==> src/rtl/phase_interp_sched.sv <==
// Round-robin scheduler sharing one phase-interpolation pipeline among NREQ requesters.
// Optional per-requester grant counters are built when PHASE_SCHED_STATS_EN is defined.
module phase_interp_sched #(
    parameter  int NREQ     = 4,
    parameter  int PHASE_DW = 15,
    parameter  int FBIT     = 8,
    parameter  int USER_DW  = 4,
    parameter  int MAX_OUT  = 4,
    localparam int IDW      = $clog2(NREQ),
    localparam int PASS_DW  = IDW + USER_DW
) (
    input  logic                      clk,
    input  logic                      rst,
    input  logic [NREQ-1:0]           req_valid,
    output logic [NREQ-1:0]           req_ready,
    input  logic [NREQ*PHASE_DW-1:0]  req_phase1,
    input  logic [NREQ*PHASE_DW-1:0]  req_phase2,
    input  logic [NREQ*FBIT-1:0]      req_frac,
    input  logic [NREQ*USER_DW-1:0]   req_user,
    output logic                      ip_valid,
    input  logic                      ip_ready,
    output logic [PHASE_DW-1:0]       ip_phase1,
    output logic [PHASE_DW-1:0]       ip_phase2,
    output logic [FBIT-1:0]           ip_frac,
    output logic [PASS_DW-1:0]        ip_pass_data,
    input  logic                      res_valid,
    output logic                      res_ready,
    input  logic [PHASE_DW-1:0]       res_phase,
    input  logic [PASS_DW-1:0]        res_pass_data,
    output logic [NREQ-1:0]           rsp_valid,
    input  logic [NREQ-1:0]           rsp_ready,
    output logic [PHASE_DW-1:0]       rsp_phase,
    output logic [USER_DW-1:0]        rsp_user,
    output logic [3:0]                outstanding,
    input  logic [IDW-1:0]            stat_sel,
    output logic [15:0]               stat_cnt
);

    localparam logic [3:0] MAX_OUT_W = 4'(MAX_OUT);

    logic [IDW-1:0]      last_grant_q, last_grant_d;
    logic                ip_valid_q, ip_valid_d;
    logic [PHASE_DW-1:0] phase1_q, phase1_d;
    logic [PHASE_DW-1:0] phase2_q, phase2_d;
    logic [FBIT-1:0]     frac_q, frac_d;
    logic [PASS_DW-1:0]  pass_q, pass_d;
    logic [3:0]          outstanding_q, outstanding_d;

    logic [IDW-1:0]      grant_idx;
    logic                grant_found;
    logic                can_load;
    logic                load;
    logic                ret_hs;

    // Search starts one past the previous winner, so every requester gets a turn.
    always_comb begin
        grant_found = 1'b0;
        grant_idx   = '0;
        for (int k = 1; k <= NREQ; k++) begin
            if (!grant_found && req_valid[(int'(last_grant_q) + k) % NREQ]) begin
                grant_found = 1'b1;
                grant_idx   = IDW'((int'(last_grant_q) + k) % NREQ);
            end
        end
    end

    assign can_load = !rst && (!ip_valid_q || ip_ready) && (outstanding_q < MAX_OUT_W);
    assign load     = can_load && grant_found;
    assign ret_hs   = res_valid && res_ready;

    for (genvar gi = 0; gi < NREQ; gi++) begin : g_ready
        assign req_ready[gi] = load && (grant_idx == IDW'(gi));
    end

    always_comb begin
        ip_valid_d    = ip_valid_q;
        phase1_d      = phase1_q;
        phase2_d      = phase2_q;
        frac_d        = frac_q;
        pass_d        = pass_q;
        last_grant_d  = last_grant_q;
        outstanding_d = outstanding_q;
        if (load) begin
            ip_valid_d   = 1'b1;
            phase1_d     = req_phase1[grant_idx*PHASE_DW +: PHASE_DW];
            phase2_d     = req_phase2[grant_idx*PHASE_DW +: PHASE_DW];
            frac_d       = req_frac[grant_idx*FBIT +: FBIT];
            pass_d       = {req_user[grant_idx*USER_DW +: USER_DW], grant_idx};
            last_grant_d = grant_idx;
        end else if (ip_ready) begin
            ip_valid_d = 1'b0;
        end
        // A return against an empty counter is ignored so the count cannot wrap.
        case ({load, ret_hs && (outstanding_q != 4'd0)})
            2'b10:   outstanding_d = outstanding_q + 4'd1;
            2'b01:   outstanding_d = outstanding_q - 4'd1;
            default: outstanding_d = outstanding_q;
        endcase
    end

    always_ff @(posedge clk) begin
        if (rst) begin
            ip_valid_q    <= 1'b0;
            phase1_q      <= '0;
            phase2_q      <= '0;
            frac_q        <= '0;
            pass_q        <= '0;
            last_grant_q  <= IDW'(NREQ - 1);
            outstanding_q <= '0;
        end else begin
            ip_valid_q    <= ip_valid_d;
            phase1_q      <= phase1_d;
            phase2_q      <= phase2_d;
            frac_q        <= frac_d;
            pass_q        <= pass_d;
            last_grant_q  <= last_grant_d;
            outstanding_q <= outstanding_d;
        end
    end

    assign ip_valid     = ip_valid_q;
    assign ip_phase1    = phase1_q;
    assign ip_phase2    = phase2_q;
    assign ip_frac      = frac_q;
    assign ip_pass_data = pass_q;
    assign outstanding  = outstanding_q;

    // Return path: steer by the id carried through the interpolator; unknown ids are dropped.
    logic [IDW-1:0]  res_id;
    logic [NREQ-1:0] id_hit;
    logic [NREQ-1:0] ready_hit;

    assign res_id = res_pass_data[IDW-1:0];

    for (genvar gi = 0; gi < NREQ; gi++) begin : g_ret
        assign id_hit[gi]    = (res_id == IDW'(gi));
        assign rsp_valid[gi] = res_valid && id_hit[gi];
        assign ready_hit[gi] = rsp_ready[gi] && id_hit[gi];
    end

    assign res_ready = !(|id_hit) || (|ready_hit);
    assign rsp_phase = res_phase;
    assign rsp_user  = res_pass_data[PASS_DW-1:IDW];

    ret_no_underflow: assert property (@(posedge clk) disable iff (rst)
        !(ret_hs && (outstanding_q == 4'd0)));

`ifdef PHASE_SCHED_STATS_EN
    logic [15:0] cnt_q [NREQ];
    logic [15:0] stat_q, stat_d;

    always_ff @(posedge clk) begin
        for (int i = 0; i < NREQ; i++) begin
            if (rst) begin
                cnt_q[i] <= '0;
            end else if (req_ready[i] && (cnt_q[i] != 16'hFFFF)) begin
                cnt_q[i] <= cnt_q[i] + 16'd1;
            end
        end
    end

    always_comb begin
        stat_d = '0;
        for (int i = 0; i < NREQ; i++) begin
            if (stat_sel == IDW'(i)) begin
                stat_d = cnt_q[i];
            end
        end
    end

    always_ff @(posedge clk) begin
        if (rst) begin
            stat_q <= '0;
        end else begin
            stat_q <= stat_d;
        end
    end

    assign stat_cnt = stat_q;
`else
    logic unused_stat_sel;
    assign unused_stat_sel = ^stat_sel;
    assign stat_cnt        = '0;
`endif

endmodule
==> config.mk <==
export PLATFORM = sky130hd
export DESIGN_NAME = phase_interp_sched
export DESIGN_NICKNAME = d
export VERILOG_FILES = /design/src/rtl/phase_interp_sched.sv
export SDC_FILE = /design/constraint.sdc
export NUM_CORES = 1
export LEC_CHECK = 0
export ABC_AREA = 1
export BUFFER_PORTS_ARGS = -buffer_cell sky130_fd_sc_hd__buf_4
export CAP_MARGIN = 20
export CORE_AREA = 5 5 112 114
export CTS_BUF_LIST = sky130_fd_sc_hd__clkbuf_8 sky130_fd_sc_hd__clkbuf_16
export DETAILED_ROUTE_END_ITERATION = 8
export DIE_AREA = 0 0 117 119
export GPL_TIMING_DRIVEN = 0
export PLACE_DENSITY = 0.7
export SYNTH_ARGS = -nofsm -noshare
export SYNTH_HDL_FRONTEND = slang
export SYNTH_SLANG_ARGS = --single-unit
==> constraint.sdc <==
create_clock -name clk -period 3.77 [get_ports clk]
set_clock_uncertainty 0.1 [all_clocks]
set_input_delay 0.9425 -clock clk [delete_from_list [all_inputs] [get_ports clk]]
set_output_delay 0.9425 -clock clk [all_outputs]
set_load 0.05 [all_outputs]
# After elaboration in Yosys (flattened, before gate mapping)
# Index checks and enable logic that the tools add are counted.
# W data, S select, Z words.
[word_totals]
elab_cells = 97
reg_bits = 51
out_inout_bits = 93
[classes]
magnitude_cmp = 5
n_mul = 1
shifts = 4
eq_ne = 8
n_addsub = 6
mux = 23
n_reduce_logical = 39
n_bitwise = 4
[ops]
columns = ["cell", "n"]
rows = [
  ["$shiftx A60 B7 Y15", 2],
  ["$shiftx A32 B6 Y8", 1],
  ["$logic_and A1 B1 Y1", 20],
  ["$lt A3 B4 Y1 const B", 4],
  ["$shiftx A16 B5 Y4", 1],
  ["$mux W1", 14],
  ["$eq A2 B2 Y1 const B", 5],
  ["$bmux W1 S2", 4],
  ["$mux W2", 4],
  ["$pmux W4 S2", 1],
  ["$reduce_or A2 Y1", 4],
  ["$reduce_or A4 Y1", 2],
  ["$eq A2 B1 Y1 const B", 3],
  ["$logic_not A1 Y1", 6],
  ["$mul A2 B4 Y6 const B", 1],
  ["$add A2 B1 Y2 const B", 2],
  ["$add A2 B2 Y2 const B", 2],
  ["$add A4 B1 Y4 const B", 1],
  ["$and A1 B1 Y1 const A", 4],
  ["$logic_not A2 Y1", 2],
  ["$lt A4 B3 Y1 const B", 1],
  ["$reduce_bool A2 Y1", 2],
  ["$reduce_bool A4 Y1", 1],
  ["$sub A4 B1 Y4 const B", 1],
  ["$logic_or A1 B1 Y1", 2],
]

# Depth between registers and ports, before layout
# Gate-level depths: netlist (run 1).
[logic_depth]
depth_word = 19
depth_mapped = 19
ltp_nobuf = 18

# Least setup slack after synthesis (run 1)
# Ideal clock, no wire load.
[synth_path]
path_type = "input port to output port"
start = "input req_valid[0]"
end = "output req_ready[0]"
cell_stages = 10
n_path_buf = 1
setup_slack_ns = -0.066
arrival_ns = 2.794
required_ns = 2.727
path_cell_list = "nand2_1 -> nand2_1 -> nand2_2 -> nand2_2 -> nor2_4 -> nand3_4 -> nand3_2 -> buf_6 -> inv_1 -> nor3_1"
[synth_via]
elab_chain_len = 15
word_cells_on_any_way = 29
[synth_rtl]
columns = ["element", "line", "source"]
rows = [
  ["start: declaration", "14", "input logic [NREQ-1:0] req_valid,"],
  ["$bmux W1 S2", "60", "if (!grant_found && req_valid[(int'(last_grant_q) + k) % NREQ]) begin"],
  ["$mux W1 (not written as such) (2 in a row)", "60", ""],
  ["$mux W1", "60", ""],
  ["$logic_not A1 Y1", "60", ""],
  ["$logic_and A1 B1 Y1", "60", ""],
  ["$mux W1", "60", ""],
  ["$logic_not A1 Y1", "60", ""],
  ["$logic_and A1 B1 Y1", "60", ""],
  ["$mux W1", "60", ""],
  ["$logic_not A1 Y1", "60", ""],
  ["$logic_and A1 B1 Y1", "60", ""],
  ["$mux W2 or $mux W1 (tied branches)", "60", ""],
  ["$logic_not A2 Y1 or $logic_and A1 B1 Y1 (tied branches)", "72, 68", ""],
  ["$logic_and A1 B1 Y1 (*)", "72", "assign req_ready[gi] = load && (grant_idx == IDW'(gi));"],
  ["end: declaration", "15", "output logic [NREQ-1:0] req_ready,"],
]
# Every way passes the cells marked *; elsewhere a longest branch is shown, timed or not. The select of a mux whose other input is x is not followed.

# Worst setup path in the final report (run 1)
[layout_path]
start = "input req_valid[3]"
end = "output req_ready[1]"
[layout_via]
elab_chain_len = 15
word_cells_on_any_way = 29
[layout_rtl]
columns = ["element", "line"]
rows = [
  ["$bmux W1 S2", "60"],
  ["$mux W1 (not written as such) (2 in a row)", "60"],
  ["$mux W1", "60"],
  ["$logic_not A1 Y1", "60"],
  ["$logic_and A1 B1 Y1", "60"],
  ["$mux W1", "60"],
  ["$logic_not A1 Y1", "60"],
  ["$logic_and A1 B1 Y1", "60"],
  ["$mux W1", "60"],
  ["$logic_not A1 Y1", "60"],
  ["$logic_and A1 B1 Y1", "60"],
  ["$mux W2 or $mux W1 (tied branches)", "60"],
  ["$eq A2 B1 Y1 or $logic_and A1 B1 Y1 (tied branches)", "72, 68"],
  ["$logic_and A1 B1 Y1 (*)", "72"],
]
# Marks and branches as above.

==> flow_summary_export.csv, run 1 <==
group,metric,value,unit
clocking,clk_path_buf_depth,2,
floorplan,dieArea,13900,um^2
clocking,path_clk_slew,70,ps
timing,finalHoldViolCount,0,
timing,fmax,0.279,GHz
final_layout,layout_common_cells,"295 x buf_4, 202 x nand2_1, 171 x nor2_1, 86 x nand4_1",
global_route,grtUsageTotal,24.5,%
route,first_pass_iters,5,
timing,rsz0062_at_grt,"false",
route,avgRoutedWirePerCell,15.5,um
power,ir_drop,0.589,mV
timing,slew_viol_final,0,
route,antenna_left,0,
setup_path,arrival,2540,ps
clocking,post_cts_buffers,0,
route,routed-via-count,5605,
timing,setup_violations,0,
job,maxCapViolCount,0,
clocking,numCtsBuffers,5,
placed_design,dp_hpwl,14.1,mm
timing,worstMarginPinSlew,565,ps
setup_path,path_max_fanout,10,
placed_design,dpl_cell_area,6460,um^2
clocking,cts_tree,"yes",
final_layout,n_fill_cell,1189,
global_route,grt_start_max_net_pins,15,
hold_path,hp-class,"reg2reg",
clocking,cts.sinks,51,
floorplan,rows,39,
clocking,hold_buffers,0,
timing,period_minus_slack,3590,ps
synth,syn_avg_cell_area,5.90,um^2
timing,relSlewSlack,62.3,%
synth,synth_cell_types,33,
setup_path,crit_type,"in2out",
clocking,htreeDepth,2,
final_layout,drive_gt1_share,36.8,%
synth,ys_ff_latch,51,
clocking,clock_latency,300,ps
final_layout,final_area,6600,um^2
power,p_leak,3.55,nW
placed_design,portBuffers,258,
clocking,post_cts_resized,0,
floorplan,io_pins,296,
synth,syn_inst,726,
final_layout,multiInputGateArea,2620,um^2
final_layout,regArea,1020,um^2
synth,synth_area,4280,um^2
route,drt-initial-drc-count,396,
floorplan,core_area,11300,um^2
floorplan,start_util,37.8,%
final_layout,final_common_cell,"buf_4",
synth,ys_seq_area_share,23.8,%
synth,yosysWarningCount,0,
route,drc,0,
route,wirelength,17.9,mm
power,powerDensity,1030,nW/um^2
global_route,grt_pass1_vias,5381,
setup_path,cp.required,2730,ps
final_layout,n_antenna_cell,0,
setup_path,cp-end-kind,"output port",
timing,finalCritPeriodShare,95.1,%
clocking,cts.root.buffer_cell,"clkbuf_16",
placed_design,place.gp.congestion,0.910,
floorplan,die_h,119,um
floorplan,die_width,117,um
timing,fin_tns_setup,0,ps
run_status,outcome,"complete, no violations",
global_route,grt_pass1_wl,27.2,mm
final_layout,area_growth,54.0,%
global_route,grt_overflow,0,
global_route,antenna_found_initial,0,
route,viasPerCell,4.87,
setup_path,startpoint_type,"primary input",
final_layout,final_nets,1213,
## where the power goes
group / switching [mW] / total, mW / leakage [nW] / internal (mW)
Combinational: 3.70 / 5.49 / 3.05 / 1.79
Clock: 0.210 / 0.451 / 0.0762 / 0.241
Sequential: 0.122 / 0.862 / 0.422 / 0.740
Total: 4.04 / 6.80 / 3.55 / 2.77
## cells in the mapped netlist
cell type,n,share of area [%]
nor2_2,8,1.2
nor2_4,2,0.53
a21boi_1,1,0.18
nand2_2,5,0.73
buf_2,30,3.5
nor4_1,1,0.15
nand3_4,1,0.41
fa_1,1,0.47
inv_2,6,0.53
inv_6,1,0.20
a21oi_2,1,0.20
nand2_4,1,0.26
nand3_1,51,6.0
inv_1,20,1.8
xnor2_1,1,0.20
o21ai_1,1,0.12
nand3_2,2,0.47
buf_6,12,3.2
nor2_1,171,15
dfxtp_1,51,24
ha_1,3,0.88
clkbuf_1,8,0.70
buf_1,2,0.18
conb_1,1,0.088
nor3_1,5,0.58
nand2_1,202,18
o21ai_0,4,0.47
buf_4,37,6.5
a41oi_1,1,0.20
nand4_1,86,13
a21oi_1,7,0.82
o211ai_1,2,0.35
a211oi_1,1,0.18
## critical path, stage by stage
cell and delay, ps:
buf_4 90, nand2_1 60, a21oi_1 220, nor2_1 110
nand3_4 140, nand2_4 100, inv_2 90, buf_6 160
buf_6 160, nand2_1 110, nor2_1 140, buf_4 220
## path summary, 6_finish.rpt
| kind | startpoint | to | cells past startpoint | slack, ps |
|---|---|---|---|---|
| setup reg to reg | last_grant_q[0] | outstanding[3] | 17 | 1010 |
| hold reg to reg | outstanding[0] | outstanding[0] | 1 | 390 |
| setup / recovery | req_valid[3] | req_ready[1] | 12 | 180 |
| hold / removal | outstanding[0] | outstanding[0] | 1 | 390 |
## state kept, by name (all words and copies together), names as in the netlist
| name | cells |
|---|---|
| ip_pass_data | 6 |
| last_grant_q | 2 |
| outstanding | 4 |
| ip_phase1 | 15 |
| ip_valid | 1 |
| ip_frac | 8 |
| ip_phase2 | 15 |
## stage by stage
| step | setup WS, ps | hold WS (ps) | utilization [%] | std cells | total power, mW |
|---|---|---|---|---|---|
| floorplan | 171 | 469 | - | 741 | 4.87 |
| global placement | 138 | 370 | 57.1 | 1142 | 6.36 |
| detailed placement | 169 | 369 | 57.1 | 1142 | 6.38 |
| CTS | 165 | 389 | 58.3 | 1150 | 6.84 |
| global route | 6.52 | 429 | 58.3 | 1150 | 7.45 |
| finish | 185 | 393 | 58.3 | 1150 | 6.80 |
## area by class of cell
class	instances	share of cell area, %
multi-input combinational	574	39.7
timing repair buffer	258	29.4
sequential	51	15.5
buffer	89	9.10
tap	143	2.71
clock buffer	5	1.90
inverter	27	1.61
clock inverter	3	0.190
## logic make-up after synthesis
family	count (synthesis)	synth area share, %
other	1	0.0876
AND/OR/NAND/NOR	535	55.5
buffers and inverters	116	16.5
adder cells (fa/ha/maj)	4	1.34
XOR/XNOR	1	0.205
AO/OA/AOI/OAI	18	2.51
flip-flops	51	23.8
## layer usage
| metal | GRT usage [%] | vias up | wire length (um) |
|---|---|---|---|
| li1 | - | 2882 | - |
| met1 | 29.8 | 2450 | 7040 |
| met2 | 41.8 | 240 | 8530 |
| met3 | 6.85 | 33 | 1830 |
| met4 | 7.10 | 0 | 457 |
| met5 | 0 | - | 0 |
(Power assumes the default switching activity.)
==> inputs of run 2 (changes only) <==
- ABC_AREA: 1 -> default
- CORE_AREA: 5 5 112 114 -> 5 5 113 115
- DIE_AREA: 0 0 117 119 -> 0 0 118 120
- PLACE_DENSITY: 0.7 -> 0.65
==> run 2 against run 1 <==
  * Cell count shrank 28%
  * Sequential power is 15% lower
  * Count of clock-buffer cells in the layout unchanged
  * Critical path depth fell by 5
  * Die area increased by 1.7%
  * Setup slack got worse by 35 ps
  * Sequential cell count is the same
  * Utilization is 5.2 points lower
  * Largest power group unchanged
==> flow_summary_export.csv, run 2 <==
group,metric,value,unit
clocking,clock_latency,290,ps
timing,setup_slack,150,ps
clocking,numCtsBuffers,5,
timing,finalCritPeriodShare,96.0,%
route,routed-via-count,4128,
global_route,grt_pass1_wl,22.8,mm
global_route,use_met2,35.5,%
route,antenna_left,0,
final_layout,n_fill_cell,1118,
timing,period_minus_slack,3620,ps
final_layout,drive_gt1_share,53.4,%
setup_path,path_delay_family,"buffers and inverters",
setup_path,critPathSlowestCell,"o22ai_4",
synth,synth_area,3880,um^2
synth,syn_avg_cell_area,9.62,um^2
route,first_pass_iters,4,
synth,synth-compound-area-share,41.3,%
power,powerDensity,463,nW/um^2
final_layout,n_antenna_cell,0,
clocking,clk_path_buf_depth,2,
global_route,busiest_layer,"met2",
timing,worstMarginPinSlew,563,ps
synth,yosysMostFrequentCell,"dfxtp_1",
power,p_leak,2.97,nW
setup_path,startpoint_type,"primary input",
setup_path,path_cells,"buf_4 > nand2b_1 > o22ai_4 > nor2_4 > clkbuf_1 > nor3_1 > buf_4",
floorplan,rows,40,
clocking,path_clk_slew,70,ps
synth,synth_edf_count,0,
timing,setup_violations,0,
synth,synth-xor-area-share,0.678,%
synth,async_flop_share,0,%
setup_path,crit_buf_inv,3,
final_layout,stdcell_count,832,
timing,relSlewSlack,62.5,%
setup_path,crit_start,"req_valid[0]",
job,maxCapViolCount,0,
final_layout,area_growth,60.3,%
synth,synth_top_family_by_area,"compound AO/OA/AOI/OAI gates",
route,viasPerCell,4.96,
hold_path,min-delay-start,"ip_pass_data[1]",
route,drc,0,
route,wirelength,14.8,mm
clocking,hold_buffers,0,
synth,syn_inst,403,
timing,rsz0062_at_grt,"false",
synth,ys.flop_type,"dfxtp_1",
global_route,antenna_found_initial,0,
placed_design,portBuffers,257,
final_layout,final_common_cell,"buf_4",
floorplan,die_width,118,um
setup_path,path_max_fanout,10,
placed_design,dp_hpwl,12.1,mm
setup_path,cp-end-kind,"output port",
global_route,use_met1,22.0,%
placed_design,place.gp.congestion,0.759,
synth,synth_cell_types,45,
synth,yosysWarningCount,0,
timing,slew_viol_final,0,
floorplan,dieArea,14200,um^2
synth,synth_fa_ha_area_share,1.48,%
synth,synth_top_area_share,26.3,%
clocking,cts.sinks,51,
setup_path,rr_startpoint,"outstanding[2]",
floorplan,core_area,11700,um^2
clocking,cts.root.buffer_cell,"clkbuf_16",
floorplan,io_pins,296,
hold_path,hp-class,"reg2reg",
clocking,htreeDepth,2,
power,ir_drop,0.236,mV
route,avgRoutedWirePerCell,17.8,um
final_layout,layout_common_cells,"295 x buf_4, 51 x dfxtp_1, 45 x a211oi_1, 43 x mux2i_1",
synth,ys_ff_latch,51,
run_status,outcome,"complete, no violations",
timing,fmax,0.276,GHz
floorplan,die_h,120,um
synth,synth_simple_gate_area_share,5.39,%
global_route,grtUsageTotal,19.8,%
clocking,cts_tree,"yes",
placed_design,post-place-cells,822,
global_route,grt_pass1_vias,4399,
setup_path,crit_path_max_incr_delay,360,ps
timing,finalHoldViolCount,0,
setup_path,cp.required,2730,ps
setup_path,cpMostUsedCell,"buf_4",
global_route,grt_overflow,0,
floorplan,start_util,33.1,%
global_route,grt_use_met3,7.12,%
synth,netlist_top_cells_area,"dfxtp_1 26%, a211oi_2 13%, mux2i_1 11%, a211oi_1 8.7%, o21a_1 8.1%",
synth,muxShareOfSynthArea,11.7,%
final_layout,final_nets,891,
setup_path,crit_type,"in2out",
global_route,grt_start_max_net_pins,15,
synth,ys_seq_area_share,26.3,%
final_layout,final_area,6210,um^2
route,drt-initial-drc-count,122,
setup_path,arrival,2580,ps
synth,yosys.area.top_type,"dfxtp_1",
placed_design,pre_cts_ws,0.631,ps
synth,netlist_top_cells_count,"51 x dfxtp_1, 45 x a211oi_1, 43 x mux2i_1",
placed_design,dpl_cell_area,6060,um^2
power,power,2.88,mW
-- run 2: cell count changes after synthesis, sizes merged, moves of 12 or more --
cell    delta
o21a      +42
clkbuf    +12
inv       -20
nand4     -86
a211oi    +83
mux2i     +43
nor2     -166
o21bai    +42
nand3     -53
nand2    -205
buf       -30
-- run 2: layout make-up --
class	instances	area [um^2]	share of cell area [%]
multi-input cells	289	2420	39.0
well taps	147	184	2.96
flip-flops and latches	51	1020	16.4
clock inverters	3	12.5	0.201
repair buffers	259	1940	31.3
clock buffers	5	125	2.01
plain buffers	71	477	7.67
inverters	7	26.3	0.423
-- run 2: cell families after synthesis --
group	count (synthesis)
buffers and inverters	78
AOI/OAI and AO/OA	186
xor gates and xnor gates	3
and+or+nand+nor	36
other	1
DFF	51
muxes	44
adders and majority gates	4
-- run 2: path summary, 6_finish.rpt --
| kind | endpoint | slack, ps | cells past startpoint |
|---|---|---|---|
| hold / removal | ip_pass_data[1] | 400 | 2 |
| setup / recovery | req_ready[1] | 150 | 7 |
| hold reg to reg | ip_pass_data[1] | 400 | 2 |
| setup reg to reg | outstanding[3] | 950 | 10 |
-- run 2: repair_timing --
item / 4_1_cts / 5_1_grt
endpoints found under the setup margin: 0 / 3
resized for setup: 0 / 1
buffers inserted: 0 / 2
-- run 2: where the power goes --
part           switching (mW)  internal [mW]
Clock                   0.198          0.241
Sequential             0.0785          0.658
Combinational            1.07          0.635
-- run 2: metal layers --
layer  up-vias  share of wire (%)
met5         -                  0
met4         0                1.4
met3        18                9.1
met2       186                 51
met1      1892                 39
li1       2032                  -
-- run 2: worst min-delay path: stages (launching register included) --
cell and delay, ps:
dfxtp_1 310, nor2_1 90, nor3_1 50
-- run 2: through the flow --
| stage | util (%) | hold WS (ps) | TNS, ps |
|---|---|---|---|
| after global routing | 53.1 | 417 | 0 |
| after global placement | 51.7 | 387 | 0 |
| final | 53.1 | 397 | 0 |
| after CTS | 52.9 | 403 | 0 |
| after floorplan | - | 446 | -222 |
| after detailed placement | 51.7 | 394 | 0 |
